<file path="src/rtl/sha_block_loader_pkg.sv">
// Shared widths, defaults and FSM encoding for the SHA block loader slice.
// No logic; constants and types only.
// Imported by the loader top and its beat buffer.
package sha_block_loader_pkg;

    localparam int BLOCK_W         = 512;
    localparam int DIGEST_W        = 256;
    localparam int DEFAULT_TIMEOUT = 255;

    typedef enum logic [2:0] {
        ST_FILL  = 3'd0,
        ST_START = 3'd1,
        ST_WAIT  = 3'd2,
        ST_DONE  = 3'd3,
        ST_ERR   = 3'd4
    } state_t;

endpackage

</file>
<file path="src/rtl/sha_block_loader_beat_buffer.sv">
// Indexed 512-bit message register; beat idx lands at the idx-th slice from the MSB end.
// Latency: a loaded beat is visible on block the cycle after load.
// No backpressure: the owner decides when load may assert.
module sha_block_loader_beat_buffer
    import sha_block_loader_pkg::*;
#(
    parameter int BEAT_W = 128,
    parameter int BEATS  = 4,
    parameter int IW     = 2
) (
    input  logic               clk,
    input  logic               clr,
    input  logic               load,
    input  logic [IW-1:0]      idx,
    input  logic [BEAT_W-1:0]  beat,
    output logic [BLOCK_W-1:0] block
);

    // Store the incoming beat into its slice; first beat occupies the MS bits.
    always_ff @(posedge clk) begin
        if (!clr) begin
            block <= '0;
        end else if (load) begin
            for (int b = 0; b < BEATS; b++) begin
                if (int'(idx) == b) begin
                    block[BLOCK_W-1-b*BEAT_W -: BEAT_W] <= beat;
                end
            end
        end
    end

endmodule

</file>
<file path="src/rtl/sha_block_loader.sv">
// Sequences one 512-bit block into sha_core, times out the wait, holds the digest for the host.
// Latency: last beat cycle N -> core_start N+1; core_valid cycle M -> digest_valid M+1.
// Backpressure: wr_ready only in FILL; beats offered otherwise are dropped, digest held until rd_ack.
module sha_block_loader
    import sha_block_loader_pkg::*;
#(
    parameter int BEAT_W  = 128,
    parameter int BEATS   = 4,
    parameter int TIMEOUT = DEFAULT_TIMEOUT
) (
    input  logic                clk,
    input  logic                clr,
    input  logic                wr_en,
    input  logic [BEAT_W-1:0]   wr_data,
    output logic                wr_ready,
    input  logic                rd_ack,
    input  logic                abort,
    output logic                core_clr,
    output logic                core_start,
    output logic [BLOCK_W-1:0]  core_message,
    input  logic [DIGEST_W-1:0] core_hash,
    input  logic                core_valid,
    output logic [DIGEST_W-1:0] digest,
    output logic                digest_valid,
    output logic                busy,
    output logic                error
);

    // BEAT_W*BEATS is expected to equal BLOCK_W; index/timer sized from the parameters.
    localparam int IW = (BEATS > 1) ? $clog2(BEATS) : 1;
    localparam int TW = $clog2(TIMEOUT + 1);

    state_t         state;
    logic [IW-1:0]  idx;
    logic [TW-1:0]  timer;
    logic           clr_pulse;
    logic           beat_load;

    // Abort drops a coincident beat so the restarted block starts clean.
    assign beat_load = wr_en && wr_ready && !abort;

    // The core is held in reset with ours, and kicked for one cycle on abort or timeout.
    assign core_clr = clr & ~clr_pulse;

    sha_block_loader_beat_buffer #(
        .BEAT_W (BEAT_W),
        .BEATS  (BEATS),
        .IW     (IW)
    ) u_beat_buffer (
        .clk   (clk),
        .clr   (clr),
        .load  (beat_load),
        .idx   (idx),
        .beat  (wr_data),
        .block (core_message)
    );

    // Control FSM; all outputs registered alongside the state they belong to.
    always_ff @(posedge clk) begin
        if (!clr) begin
            state        <= ST_FILL;
            idx          <= '0;
            timer        <= '0;
            digest       <= '0;
            digest_valid <= 1'b0;
            error        <= 1'b0;
            core_start   <= 1'b0;
            busy         <= 1'b0;
            wr_ready     <= 1'b1;
            clr_pulse    <= 1'b0;
        end else begin
            clr_pulse  <= 1'b0;
            core_start <= 1'b0;
            if (abort) begin
                state        <= ST_FILL;
                idx          <= '0;
                error        <= 1'b0;
                digest_valid <= 1'b0;
                busy         <= 1'b0;
                wr_ready     <= 1'b1;
                clr_pulse    <= 1'b1;
            end else begin
                case (state)
                    ST_FILL: begin
                        if (wr_en && wr_ready) begin
                            if (idx == IW'(BEATS - 1)) begin
                                idx        <= '0;
                                state      <= ST_START;
                                core_start <= 1'b1;
                                busy       <= 1'b1;
                                wr_ready   <= 1'b0;
                            end else begin
                                idx <= idx + IW'(1);
                            end
                        end
                    end
                    ST_START: begin
                        state <= ST_WAIT;
                        timer <= '0;
                    end
                    ST_WAIT: begin
                        // A result arriving on the timeout cycle still counts.
                        if (core_valid) begin
                            digest       <= core_hash;
                            digest_valid <= 1'b1;
                            busy         <= 1'b0;
                            state        <= ST_DONE;
                        end else if (timer == TW'(TIMEOUT)) begin
                            error     <= 1'b1;
                            busy      <= 1'b0;
                            clr_pulse <= 1'b1;
                            state     <= ST_ERR;
                        end else begin
                            timer <= timer + TW'(1);
                        end
                    end
                    ST_DONE: begin
                        if (rd_ack) begin
                            digest_valid <= 1'b0;
                            wr_ready     <= 1'b1;
                            state        <= ST_FILL;
                        end
                    end
                    ST_ERR: begin
                        state <= ST_ERR;
                    end
                    default: begin
                        state    <= ST_FILL;
                        idx      <= '0;
                        busy     <= 1'b0;
                        wr_ready <= 1'b1;
                    end
                endcase
            end
        end
    end

endmodule

</file>
<file path="config.mk">
export PLATFORM = sky130hd
export DESIGN_NAME = sha_block_loader
export DESIGN_NICKNAME = d
export VERILOG_FILES = /design/src/rtl/sha_block_loader_pkg.sv /design/src/rtl/sha_block_loader_beat_buffer.sv /design/src/rtl/sha_block_loader.sv
export SDC_FILE = /design/constraint.sdc
export NUM_CORES = 2
export LEC_CHECK = 0
export BUFFER_PORTS_ARGS = -buffer_cell sky130_fd_sc_hd__buf_2
export CAP_MARGIN = 25
export CORE_AREA = 4 4 450 452
export CTS_CLUSTER_SIZE = 16
export DETAILED_ROUTE_END_ITERATION = 10
export DIE_AREA = 0 0 454 456
export HOLD_SLACK_MARGIN = 0.15
export PLACE_DENSITY = 0.3
export SLEW_MARGIN = 40
export SYNTH_ARGS = -nofsm -noshare
export SYNTH_HDL_FRONTEND = slang
export SYNTH_SLANG_ARGS = --single-unit
</file>
<file path="constraint.sdc">
create_clock -name clk -period 3.8 [get_ports clk]
set_clock_uncertainty 0.15 [all_clocks]
set_input_delay 0.38 -clock clk [delete_from_list [all_inputs] [get_ports clk]]
set_output_delay 0.38 -clock clk [all_outputs]
set_load 0.02 [all_outputs]
</file>
==> impl_metrics.xml <==
<?xml version="1.0" encoding="UTF-8"?>
<metrics>
  <group name="clocking">
    <metric name="cts_hold_buf" unit="">390</metric>
    <metric name="path_clk_slew" unit="ns">0.05</metric>
    <metric name="clock-sinks" unit="">787</metric>
    <metric name="tritoncts.num_buffers" unit="">102</metric>
    <metric name="post_cts.repair.setup_buffers" unit="">0</metric>
    <metric name="number_of_buffers_on_the_longest_clock_path" unit="">3</metric>
    <metric name="cts-resized-gates" unit="">0</metric>
    <metric name="clk_root_buffer_cell" unit="">sky130_fd_sc_hd__clkbuf_16</metric>
    <metric name="clock_tree.htree_level_count" unit="">3</metric>
    <metric name="tritoncts" unit="">yes</metric>
    <metric name="clk_latency" unit="ns">0.70</metric>
  </group>
  <group name="sta">
    <metric name="grt_setup_unrepaired" unit="">false</metric>
    <metric name="report.final.slew_viol_count" unit="">0</metric>
    <metric name="final.setup.tns" unit="ns">0</metric>
    <metric name="timing.final.setup_violations" unit="">0</metric>
    <metric name="final.period_utilization" unit="%">73.78</metric>
    <metric name="worst_pin_slew" unit="ns">0.7059</metric>
    <metric name="finalCriticalPeriod" unit="ns">2.804</metric>
    <metric name="hold_viol" unit="">0</metric>
    <metric name="slew-limit-headroom" unit="%">52.94</metric>
    <metric name="fmax" unit="MHz">356.7</metric>
  </group>
  <group name="synth">
    <metric name="synth-seq-area-share" unit="%">57.50</metric>
    <metric name="synth_warnings" unit="">0</metric>
    <metric name="ys_dominant_reg_cell" unit="">sky130_fd_sc_hd__dfxtp_1</metric>
    <metric name="synth-compound-area-share" unit="%">14.97</metric>
    <metric name="combinational_family_with_the_most_area_after_synthesis" unit="">simple AND/OR/NAND/NOR gates</metric>
    <metric name="synth-simple-area-share" unit="%">22.37</metric>
    <metric name="yosys-mux-area-fraction" unit="%">0.03653</metric>
    <metric name="post_synth_inst_count" unit="">3469</metric>
    <metric name="synth_xor_area_share" unit="%">0</metric>
    <metric name="synth_fa_ha_area_share" unit="%">0.2283</metric>
    <metric name="syn_area" unit="sq mm">0.02740</metric>
    <metric name="total_nets_after_synthesis" unit="">3864</metric>
    <metric name="synth.lib_cells_used.distinct" unit="">47</metric>
    <metric name="postSynth.asyncResetShare" unit="%">0</metric>
    <metric name="synth.ff_latch_count" unit="">787</metric>
    <metric name="postSynthAreaPerCell" unit="sq um">7.899</metric>
    <metric name="synth-edff-count" unit="">0</metric>
  </group>
  <group name="place">
    <metric name="dp_hpwl" unit="um">112500</metric>
    <metric name="io_buffers" unit="">1163</metric>
    <metric name="detailed_place.area" unit="sq mm">0.03602</metric>
    <metric name="place_congestion" unit="">0.8598</metric>
  </group>
  <group name="power">
    <metric name="power.leakage" unit="nW">17.66</metric>
    <metric name="power_per_cell_area" unit="mW/mm^2">446.5</metric>
    <metric name="ir_worst_vdd" unit="mV">0.3107</metric>
  </group>
  <group name="layout">
    <metric name="most_common_cell_after_layout_fill_and_taps_aside" unit="">sky130_fd_sc_hd__nand2_1</metric>
    <metric name="nets" unit="">5316</metric>
    <metric name="finish.instance_area" unit="sq mm">0.04316</metric>
    <metric name="area.growth.synth_to_final" unit="%">57.50</metric>
    <metric name="layout-drive-gt1-share" unit="%">27.43</metric>
    <metric name="fill_cells" unit="">22470</metric>
    <metric name="final_cell_mix" unit="">sky130_fd_sc_hd__nand2_1 (1550), sky130_fd_sc_hd__buf_2 (1163), sky130_fd_sc_hd__dfxtp_1 (787)</metric>
  </group>
  <group name="global_route">
    <metric name="grt_pass1_wl" unit="um">214700</metric>
    <metric name="antenna_violations_before_repair" unit="">18</metric>
    <metric name="gr_util_met1" unit="%">15.86</metric>
    <metric name="globalRoute.busiestLayer" unit="">met2</metric>
    <metric name="pin_count_of_the_biggest_net_entering_global_routing" unit="">129</metric>
    <metric name="grt_util_met2" unit="%">25.28</metric>
    <metric name="grt_pass1_vias" unit="">28460</metric>
    <metric name="use_met3" unit="%">3.654</metric>
    <metric name="grtUsageTotal" unit="%">14.14</metric>
    <metric name="gr-total-overflow" unit="">0</metric>
  </group>
  <group name="setup_path">
    <metric name="rr_endpoint" unit="">digest[221]</metric>
    <metric name="timing.reg2reg.worst_path_depth" unit="">5</metric>
    <metric name="critical_path_endpoint" unit="">core_clr</metric>
    <metric name="critical_path_peak_fanout" unit="">101</metric>
    <metric name="start_kind" unit="">input pin</metric>
    <metric name="critical_path.startpoint" unit="">clr</metric>
    <metric name="rr_startpoint" unit="">state[1]</metric>
    <metric name="data_required_time_of_the_critical_path" unit="ns">3.27</metric>
    <metric name="ff2ff_setup_slack" unit="ns">1.12</metric>
    <metric name="crit_type" unit="">input pin to output pin</metric>
    <metric name="cp-end-kind" unit="">output pin</metric>
    <metric name="critical_path_at" unit="ns">2.27</metric>
  </group>
  <group name="route">
    <metric name="route.final.wire_length" unit="um">153100</metric>
    <metric name="drc" unit="">0</metric>
    <metric name="drt_pass1_iterations" unit="">7</metric>
    <metric name="wl_per_cell" unit="um">19.99</metric>
    <metric name="route.vias.total" unit="">28770</metric>
    <metric name="ant_nets" unit="">0</metric>
    <metric name="viasPerCell" unit="">3.757</metric>
    <metric name="detail_route.iter0.violations" unit="">1481</metric>
  </group>
  <group name="die">
    <metric name="row_count" unit="">164</metric>
    <metric name="die_area" unit="sq mm">0.2070</metric>
    <metric name="die_h" unit="um">456</metric>
    <metric name="floorplan.die.width" unit="um">454</metric>
    <metric name="io_pins" unit="">1164</metric>
    <metric name="core_area" unit="sq mm">0.1988</metric>
    <metric name="start_util" unit="%">13.78</metric>
  </group>
  <group name="flow_run">
    <metric name="maxCapViolations" unit="">0</metric>
  </group>
  <group name="worst_hold_path">
    <metric name="min_delay_path_class" unit="">flop to flop</metric>
  </group>
  <group name="status">
    <metric name="outcome" unit="">completed</metric>
  </group>
</metrics>
==> layer usage <==
metal | share of wire, % | vias to the layer above
li1 | - | 14130
met1 | 39 | 13520
met2 | 50 | 875
met3 | 6.1 | 236
met4 | 4.2 | 12
met5 | 0.045 | -
==> state kept, by name, indices dropped and copies added (netlist names) <==
signal and flops:
digest_valid 1, digest 256, state 3, busy 1
wr_ready 1, clr_pulse 1, u_beat_buffer.block 512, core_start 1
idx 2, timer 8, error 1
==> worst min-delay path by stage <==
stage | startpoint | end | slack (ns) | cells past startpoint
floorplan | timer[1] | timer[1] | 0.32 | 2
global placement | u_beat_buffer.block[225] | u_beat_buffer.block[225] | 0.29 | 2
detailed placement | digest[234] | digest[234] | 0.29 | 2
CTS | core_hash[115] | digest[115] | 0.19 | 4
global route | core_hash[40] | digest[40] | 0.24 | 4
finish | digest[234] | digest[234] | 0.30 | 2
==> final cells by class <==
class | count | area [sq um] | area share, %
Sequential cell | 787 | 15760 | 36.51
Timing Repair Buffer | 1609 | 10490 | 24.31
Multi-Input combinational cell | 2414 | 10350 | 23.98
Tap cell | 2656 | 3323 | 7.700
Clock buffer | 156 | 2947 | 6.828
Clock inverter | 14 | 219.0 | 0.5074
Inverter | 7 | 38.79 | 0.08988
Antenna cell | 14 | 35.03 | 0.08118
==> critical path, stage by stage <==
cell and delay (ns):
sky130_fd_sc_hd__dlygate4sd3_1 0.56, sky130_fd_sc_hd__buf_2 0.35, sky130_fd_sc_hd__clkinv_8 0.46, sky130_fd_sc_hd__nor2_1 0.23
sky130_fd_sc_hd__buf_2 0.22
==> synthesized netlist by cell type (2+ instances only) <==
cell type                  instances  area share (%)
sky130_fd_sc_hd__nand2_1        1554              21
sky130_fd_sc_hd__dfxtp_1         787              57
sky130_fd_sc_hd__a21oi_1         773              14
sky130_fd_sc_hd__buf_2           117             2.1
sky130_fd_sc_hd__clkbuf_1        115             1.6
sky130_fd_sc_hd__buf_6            23            0.95
sky130_fd_sc_hd__nor2_1           13            0.18
sky130_fd_sc_hd__o21ai_0           8            0.15
sky130_fd_sc_hd__and2_1            6            0.14
sky130_fd_sc_hd__inv_1             6           0.082
sky130_fd_sc_hd__nand3_1           6            0.11
sky130_fd_sc_hd__ha_1              5            0.23
sky130_fd_sc_hd__buf_4             4            0.11
sky130_fd_sc_hd__a22oi_1           3           0.082
sky130_fd_sc_hd__nand4_1           3           0.069
sky130_fd_sc_hd__nor3_1            3           0.055
sky130_fd_sc_hd__o211ai_1          3           0.082
sky130_fd_sc_hd__a32o_1            2           0.073
sky130_fd_sc_hd__and3_1            2           0.046
sky130_fd_sc_hd__and3b_1           2           0.064
sky130_fd_sc_hd__nand3b_1          2           0.055
sky130_fd_sc_hd__nor2b_1           2           0.046
sky130_fd_sc_hd__nor3b_1           2           0.055
sky130_fd_sc_hd__o22ai_1           2           0.046
sky130_fd_sc_hd__o31a_1            2           0.064
sky130_fd_sc_hd__or2_2             2           0.046
sky130_fd_sc_hd__or3_1             2           0.046
==> where the power goes <==
| group | leakage, nW | internal [mW] | switching [mW] |
|---|---|---|---|
| registers | 6.35 | 8.35 | 0.0471 |
| logic | 9.77 | 0.576 | 0.817 |
| clock network | 1.53 | 5.61 | 3.87 |
| total | 17.7 | 14.5 | 4.73 |
==> kinds of logic after synthesis <==
family / count (synthesis)
compound gates: 805
fa+ha+maj: 5
buf+inv: 268
flops: 787
mux: 1
simple gates: 1603
==> through the flow <==
stage | util (%) | total power, mW | cells | hold WS (ns) | worst slack, ns
floorplan | - | 8.980 | 3469 | 0.3151 | 2.022
finish | 21.70 | 19.27 | 7657 | 0.2978 | 0.9962
global route | 21.70 | 20.10 | 7654 | 0.2387 | 0.8399
detailed placement | 18.12 | 9.661 | 7082 | 0.2930 | 1.059
CTS | 21.67 | 19.75 | 7642 | 0.1851 | 1.010
global placement | 18.12 | 9.660 | 7082 | 0.2879 | 1.119
(Power assumes the default switching activity.)
